File: src/rtl/ps2_mouse_init_ctrl.sv
// PS/2 mouse init sequencer: sends FF (reset), optionally F3 + rate, then F4 and
// checks each reply. Build option PS2_RATE_CFG_EN adds the F3/SAMPLE_RATE pair.
module ps2_mouse_init_ctrl #(
  parameter int          CLK_HZ      = 100_000_000,
  parameter int          TIMEOUT_MS  = 20,
  parameter int          BAT_MS      = 750,
  parameter int          MAX_RETRY   = 3,
  parameter logic [7:0]  SAMPLE_RATE = 8'd100
) (
  input  logic       clk,
  input  logic       reset,
  input  logic       start,
  output logic       tx_start,
  output logic [7:0] tx_data,
  input  logic       tx_busy,
  input  logic       tx_done,
  input  logic       rx_valid,
  input  logic [7:0] rx_data,
  output logic       init_done,
  output logic       init_err,
  output logic       stream_en,
  output logic [1:0] retry_cnt
);

  localparam logic [7:0] B_ACK    = 8'hFA;
  localparam logic [7:0] B_BAT_OK = 8'hAA;
  localparam logic [7:0] B_ID     = 8'h00;
  localparam logic [7:0] B_RESEND = 8'hFE;
  localparam logic [7:0] B_FAIL   = 8'hFC;

  // Product computed in 64 bits: BAT_MS * CLK_HZ overflows 32 bits at default values.
  localparam longint BAT_LIM   = longint'(BAT_MS) * longint'(CLK_HZ) / 1000;
  localparam longint REPLY_LIM = longint'(TIMEOUT_MS) * longint'(CLK_HZ) / 1000;
  localparam longint MAX_LIM   = (BAT_LIM > REPLY_LIM) ? BAT_LIM : REPLY_LIM;
  localparam int     CNT_W     = (MAX_LIM > 1) ? $clog2(MAX_LIM) : 1;

  localparam logic [CNT_W-1:0] BAT_LAST   = CNT_W'(BAT_LIM - 1);
  localparam logic [CNT_W-1:0] REPLY_LAST = CNT_W'(REPLY_LIM - 1);

`ifdef PS2_RATE_CFG_EN
  localparam logic [1:0] LAST_IDX = 2'd3;

  function automatic logic [7:0] cmd_byte(input logic [1:0] i);
    case (i)
      2'd0:    return 8'hFF;
      2'd1:    return 8'hF3;
      2'd2:    return SAMPLE_RATE;
      default: return 8'hF4;
    endcase
  endfunction
`else
  localparam logic [1:0] LAST_IDX = 2'd1;

  function automatic logic [7:0] cmd_byte(input logic [1:0] i);
    case (i)
      2'd0:    return 8'hFF;
      default: return 8'hF4;
    endcase
  endfunction
`endif

  typedef enum logic [3:0] {
    IDLE, SEND, WAIT_TX, WAIT_ACK, WAIT_BAT, WAIT_ID, NEXT, DONE, ERR
  } state_t;

  state_t           state, state_nxt;
  logic [1:0]       idx, idx_nxt;
  logic [1:0]       retry_nxt;
  logic [1:0]       fe_cnt, fe_nxt;
  logic [CNT_W-1:0] tmo_cnt;
  logic             tmo_hit;
  logic             fail;
  logic [7:0]       exp_byte;
  state_t           after_reply;

  assign tmo_hit = (state == WAIT_BAT) ? (tmo_cnt >= BAT_LAST) : (tmo_cnt >= REPLY_LAST);

  // Index 0 is always FF, the only command with the BAT/ID reply tail.
  always_comb begin
    exp_byte    = B_ACK;
    after_reply = NEXT;
    case (state)
      WAIT_ACK: after_reply = (idx == 2'd0) ? WAIT_BAT : NEXT;
      WAIT_BAT: begin exp_byte = B_BAT_OK; after_reply = WAIT_ID; end
      WAIT_ID:  begin exp_byte = B_ID;     after_reply = NEXT;    end
      default: ;
    endcase
  end

  always_comb begin
    // NOTE: every variable gets a default first so no path leaves it unassigned (no latches).
    state_nxt = state;
    idx_nxt   = idx;
    retry_nxt = retry_cnt;
    fe_nxt    = fe_cnt;
    fail      = 1'b0;

    case (state)
      IDLE: ;
      SEND:    if (!tx_busy) state_nxt = WAIT_TX;
      WAIT_TX: begin
        if (tx_done)      state_nxt = WAIT_ACK;
        else if (tmo_hit) fail      = 1'b1;
      end
      WAIT_ACK, WAIT_BAT, WAIT_ID: begin
        // A received byte in the timeout cycle takes precedence over the timeout.
        if (rx_valid) begin
          if (rx_data == exp_byte) begin
            state_nxt = after_reply;
          end else if (rx_data == B_RESEND) begin
            if (fe_cnt == 2'd2) begin
              fail = 1'b1;
            end else begin
              fe_nxt    = fe_cnt + 2'd1;
              state_nxt = SEND;
            end
          end else if (rx_data == B_FAIL) begin
            state_nxt = ERR;
          end
        end else if (tmo_hit) begin
          fail = 1'b1;
        end
      end
      NEXT: begin
        fe_nxt = 2'd0;
        if (idx == LAST_IDX) begin
          state_nxt = DONE;
        end else begin
          idx_nxt   = idx + 2'd1;
          state_nxt = SEND;
        end
      end
      DONE, ERR: ;
      default: state_nxt = IDLE;
    endcase

    if (fail) begin
      fe_nxt  = 2'd0;
      idx_nxt = 2'd0;
      if (int'(retry_cnt) < MAX_RETRY) begin
        retry_nxt = retry_cnt + 2'd1;
        state_nxt = SEND;
      end else begin
        state_nxt = ERR;
      end
    end

    if (start) begin
      state_nxt = SEND;
      idx_nxt   = 2'd0;
      retry_nxt = 2'd0;
      fe_nxt    = 2'd0;
    end
  end

  always_ff @(posedge clk or negedge reset) begin
    if (!reset) begin
      state     <= IDLE;
      idx       <= 2'd0;
      retry_cnt <= 2'd0;
      fe_cnt    <= 2'd0;
      tmo_cnt   <= '0;
    end else begin
      // NOTE: non-blocking assignments so every register samples pre-edge values.
      state     <= state_nxt;
      idx       <= idx_nxt;
      retry_cnt <= retry_nxt;
      fe_cnt    <= fe_nxt;
      if (state_nxt != state) tmo_cnt <= '0;
      else if (!tmo_hit)      tmo_cnt <= tmo_cnt + CNT_W'(1);
    end
  end

  // A start in the SEND cycle suppresses the request so the restart begins cleanly.
  assign tx_start  = (state == SEND) && !tx_busy && !start;
  assign tx_data   = (state == SEND) ? cmd_byte(idx) : 8'h00;
  assign init_done = (state == DONE);
  assign init_err  = (state == ERR);
  assign stream_en = init_done;

endmodule

File: config.mk
export PLATFORM = sky130hd
export DESIGN_NAME = ps2_mouse_init_ctrl
export DESIGN_NICKNAME = d
export VERILOG_FILES = /design/src/rtl/ps2_mouse_init_ctrl.sv
export SDC_FILE = /design/constraint.sdc
export NUM_CORES = 1
export LEC_CHECK = 0
export ABC_AREA = 1
export BUFFER_PORTS_ARGS = -buffer_cell sky130_fd_sc_hd__buf_2
export CORE_AREA = 2 2 82 84
export DETAILED_ROUTE_END_ITERATION = 6
export DIE_AREA = 0 0 84 86
export GPL_TIMING_DRIVEN = 0
export PLACE_DENSITY = 0.68
export SYNTH_ARGS = -nofsm -noshare
export SYNTH_HDL_FRONTEND = slang
export SYNTH_SLANG_ARGS = --single-unit
File: constraint.sdc
create_clock -name clk -period 3.8 [get_ports clk]
set_input_delay 0.57 -clock clk [delete_from_list [all_inputs] [get_ports clk]]
set_output_delay 0.57 -clock clk [all_outputs]
set_load 0.02 [all_outputs]
# Yosys cells after proc, flatten, opt, wreduce, memory -nomap -nowiden
# Index checks and enable logic that the tools add are counted.
[totals]
reg_bits = 37
word_cells = 88
[op_classes]
addsub = 4
magnitude_cmp = 3
eq_ne = 20
mux = 41
n_reduce_logical = 15
[op_table]
columns = ["op", "n"]
rows = [
  ["27-bit two-way mux", 2],
  ["4-bit two-way mux", 11],
  ["2-bit two-way mux", 14],
  ["27-bit by 1-bit adder with 27-bit output, second input constant", 1],
  ["27-bit by 21-bit greater-or-equal comparator with 1-bit output, second input constant", 1],
  ["27-bit greater-or-equal comparator, second input constant", 1],
  ["4-bit case mux with 5 select lines", 1],
  ["4-bit by 3-bit == test with 1-bit output, second input constant", 4],
  ["8-bit == test, second input constant", 2],
  ["4-bit inequality test, second input constant", 4],
  ["8-bit case mux with 2 select lines", 1],
  ["4-bit by 2-bit == test with 1-bit output, second input constant", 2],
  ["8-bit == test", 1],
  ["8-bit two-way mux", 1],
  ["2-bit case mux with 2 select lines", 2],
  ["1-bit two-way mux", 7],
  ["2-bit by 1-bit adder with 2-bit output, second input constant", 3],
  ["3-bit OR reduction", 2],
  ["5-bit AND reduction", 1],
  ["4-bit by 1-bit == test with 1-bit output, second input constant", 1],
  ["4-bit == test, second input constant", 1],
  ["4-bit zero test", 1],
  ["4-bit inequality test", 1],
  ["2-bit AND reduction", 2],
  ["other kinds (13)", 16],
]

# Longest topological paths before layout
[logic_depth]
ltp_word = 10
mapped_depth = 20
ltp_nobuf = 19

# Worst setup path before layout
# No wires, ideal clock.
[synth_path]
kind = "input to register"
start = "input port rx_data[4]"
end = "register tmo_cnt[12]"
arrival_ns = 2.017
required_time_ns = 3.720
slack_ns = 1.703
stages = 15
n_path_buf = 1
cell_sequence = "or2_2 nand2_1 nand3_1 nor2_2 nand2_1 nand2_1 nand3_1 nand2_1 nand2_1 nand3_1 nand2_1 nand2_1 nand2_4 buf_6 nor3_2"
[synth_between]
elab_chain_len = 10
word_cells_on_any_way = 17
cone_classes = "eq/ne (5); mux (12)"
[synth_rtl]
columns = ["item", "line", "rtl"]
rows = [
  ["start, declared", "18", "input logic [7:0] rx_data,"],
  ["8-bit == test", "117", "end else if (rx_data == B_FAIL) begin"],
  ["4-bit two-way mux", "117", ""],
  ["4-bit two-way mux", "110", "end else if (rx_data == B_RESEND) begin"],
  ["4-bit two-way mux", "108", "if (rx_data == exp_byte) begin"],
  ["4-bit two-way mux", "107", "if (rx_valid) begin"],
  ["4-bit case mux with 5 select lines", "98", "case (state)"],
  ["4-bit two-way mux *", "137", "if (fail) begin"],
  ["4-bit two-way mux *", "148", "if (start) begin"],
  ["4-bit inequality test *", "169", "if (state_nxt != state) tmo_cnt <= '0;"],
  ["2-bit by 1-bit inequality test with 1-bit output (no line) / 27-bit two-way mux (equally long branches)", "-", ""],
  ["end signal, assigned", "170", "else if (!tmo_hit) tmo_cnt <= tmo_cnt + CNT_W'(1);"],
  ["end, declared", "70", "logic [CNT_W-1:0] tmo_cnt;"],
]
# Every way passes the cells marked *; elsewhere a longest branch is shown, timed or not.
# A chain may end at the register's enable or synchronous reset.

# Worst setup path in the final report
[layout_path]
start = "register tmo_cnt[14]"
end = "register tmo_cnt[26]"
[layout_between]
elab_chain_len = 9
word_cells_on_any_way = 14
cone_classes = "add/sub (1); order compare (2); eq/ne (2); mux (9)"
[layout_rtl]
columns = ["item", "line", "rtl"]
rows = [
  ["27-bit by 21-bit greater-or-equal comparator with 1-bit output / 27-bit greater-or-equal comparator (equally long branches)", "76", "assign tmo_hit = (state == WAIT_BAT) ? (tmo_cnt >= BAT_LAST) : (tmo_cnt >= REPLY_LAST);"],
  ["1-bit two-way mux", "76", ""],
  ["1-bit two-way mux", "103, 120", ""],
  ["1-bit two-way mux (on tied branches)", "107, 102", ""],
  ["1-bit case mux with 2 select lines", "98", ""],
  ["4-bit two-way mux", "137", ""],
  ["4-bit two-way mux", "148", ""],
  ["4-bit inequality test", "169", ""],
  ["2-bit by 1-bit inequality test with 1-bit output (no line) / 27-bit two-way mux (equally long branches)", "-", ""],
]
# Parallel ways exist; a longest one is shown, timed or not. The select of a mux whose other input is x is not followed.

==> run summary <==
Status - completed
Worst endpoint data arrival time - 2.77 ns
Critical path class - flip-flop to flip-flop
Initial antenna violation count - 0
Commonest cells after routing, fill and taps aside - nand2_1, inv_1, nor2_1
Fin. max-slew vios - 0
Post-Synth XOR/XNOR Area - 3.669%
Largest family of logic cells by synthesized area - simple AND/OR/NAND/NOR gates
Vias in the first global route - 2,672
Highest clock rate - 0.3910 GHz
Max Buffers Root-to-Sink - 2
Gpl congestion - 0.9117
Measured slew at the worst slew-check pin - 0.8768 ns
Post-synthesis compound-gate area fraction - 4.476%
Sum Neg Setup Slack - 0 ns
Ant. Diodes - 0
Seq/Total Area, Yosys - 29.84%
CTS root buffer - clkbuf_8
Required time of the critical path - 4.02 ns
RSZ-0062 raised after global routing - no
TritonCTS clock tree - built
Final ANT Viol Nets - 0
M3 GR Usage - 3.657%
Multiplexer share of the synthesized area - 0.3226%
Synthesized flop and latch total - 37
Placement Rows - 29
Number of synthesis warnings - 0
Die X - 84 um
DR WL/cell - 13.47 um
First-pass DRT Iterations - 4
Leak - 1.562 nW
Fill cells - 619
Drt drc - 0
Final setup violation count - 0
Cell breakdown of the critical path - nand2_1 -> nor2_1 -> nor3_1 -> nand2_1 -> nand2_1 -> nand2_2 -> nand2_8 -> nand4_1 -> nor2_2 -> nand2_1 -> o21ai_0 -> inv_1 -> nor3_2
Total GRT Usage - 21.38%
PwrDens - 297.9 nW/um2
Post-route minimum period - 2.558 ns
Clock-pin transition on the worst setup and hold timing paths - 0.07 ns
Reg area - 925.9 um2
VDD IR max - 169.1 uV
Slowest Stage Delay on Critical Path - 0.42 ns
GRT Max-Usage Layer - met2
Max-cap violations - 0
Die Ht - 86 um
Inserted Clock Buffers - 5
DR vias/cell - 5.263
Resized cells post-CTS - 0
CTS sink count - 37
Syn nets - 460
Area of the multi-input gates - 1828 um2
Post-synthesis cell type count - 37
Syn-to-layout area delta - 10.24%
Layout cells sized above 1 - 23.58%
Crit-path leading delay family - simple AND/OR/NAND/NOR gates
Hold_buf cts - 0
Layout Skew - 0.005591 ns
Fin cells - 552
Worst Hold Class - primary input to async pin
Grt met2 use - 34.33%
1st-iter DRT viols - 186
Clock latency on the worst-skew pair - 0.29 ns
Port Buffer Count - 27
Die ar. - 7224 um2
Largest net degree at the start of global routing - 38
Post-Syn Area per Cell - 7.036 um2
Syn Inst Count - 441
Final wirelength - 7435 um
CP endpoint kind - flip-flop
Synthesized area - 3103 um2
CP bufs+invs - 1
Crit path max-delay cell type - dfrtp_1
Routed via count - 2,905
Nets - 494
Most common cell after layout, fill and taps aside - nand2_1
Overflow after GRT - 0
Core Box Area - 6277 um2
Simple logic cell fraction of the synthesized area - 48.43%
Crit Path Max Fanout - 10
Global-route wire length before repair - 12,450 um
Crit start category - flip-flop
Slew margin rel. - 41.55%
Dpl cells - 545
Setup Buffers After CTS - 0
H-tree level count - 2
I/O pins - 28
Initial core utilization - 49.43%
Synth Area in Adders - 2.016%
Fin crit share - 67.31%
Final Hold Viols - 0
Most frequent CP cell - nand2_1
Hpwl dp - 5827 um
GR Layer Usage met1 - 30.32%
==> stage by stage <==
| stage | power, mW | cell area, um2 | worst slack [ns] | hold slack, ns | utilization, % |
|---|---|---|---|---|---|
| 2_1_floorplan | 0.6630 | 3103 | 1.703 | 0.2744 | - |
| 3_3_place_gp | 0.7408 | 3334 | 1.298 | 0.4712 | 53.12 |
| 3_5_place_dp | 0.7462 | 3334 | 1.313 | 0.4766 | 53.12 |
| 4_1_cts | 1.032 | 3421 | 1.288 | 0.4201 | 54.49 |
| 5_1_grt | 1.080 | 3421 | 1.043 | 0.4561 | 54.49 |
| 6_report | 1.019 | 3421 | 1.242 | 0.3985 | 54.49 |
==> area by class of cell <==
type / count / share of cell area, %
Timing Repair Buffer: 27 / 3.950
Sequential cell: 37 / 27.07
Inverter: 65 / 7.206
Buffer: 12 / 2.999
Multi-Input combinational cell: 327 / 53.44
Clock buffer: 7 / 2.524
Tap cell: 77 / 2.816
==> state kept, by name, indices dropped and copies added, names as in the netlist <==
name       cells
fe_cnt         2
tmo_cnt       27
state          4
idx            2
retry_cnt      2
==> cells by family (layout without fill, tap and decap cells) <==
kind of cell	count (synthesis)	in the layout
AND/OR/NAND/NOR	288	288
adder cells (fa/ha/maj)	5	5
XOR/XNOR	13	13
AO/OA/AOI/OAI	20	20
multiplexers	1	1
flip-flops	37	37
buffers and inverters	77	111
==> cell usage after synthesis (all sizes together) <==
cell type	count	area [um2]
a22oi	1	7.510
o22ai	1	6.260
or2	2	12.51
a211oi	1	7.510
nor2	55	241.5
dfrtp	37	925.9
nand3b	2	15.01
nand4	18	112.6
xor2	9	78.83
nand3	32	172.7
a41oi	1	8.760
a221oi	1	8.760
o211a	1	10.01
buf	12	102.6
inv	65	246.5
a21oi	6	45.05
o31ai	2	15.01
o21ai	6	30.03
ha	5	62.56
nor3	48	360.4
nor4	4	25.02
nand2	127	563.0
xnor2	4	35.03
mux2i	1	10.01
==> power by group <==
group | switching [mW] | internal [mW]
sequential | 0.0182 | 0.410
combinational | 0.202 | 0.107
clock | 0.138 | 0.144
total | 0.358 | 0.661
==> per-layer routing <==
layer / vias to the layer above / wire (um) / part of all wire, %
met2: 65 / 3420 / 46
met4: 0 / 65 / 0.87
li1: 1489 / - / -
met3: 8 / 340 / 4.6
met5: - / 0 / 0
met1: 1343 / 3608 / 49
==> worst paths after layout <==
path                              from          end  slack [ns]  cells past startpoint
max                        tmo_cnt[14]  tmo_cnt[26]        1.24                     13
max reg2reg                tmo_cnt[14]  tmo_cnt[26]        1.24                     13
max in group asynchronous        reset  tmo_cnt[13]        2.85                      1
min                              reset     state[1]        0.40                      1
min reg2reg                  fe_cnt[0]    fe_cnt[0]        0.49                      1
min in group clk             fe_cnt[0]    fe_cnt[0]        0.49                      1
(Power assumes the default switching activity.)
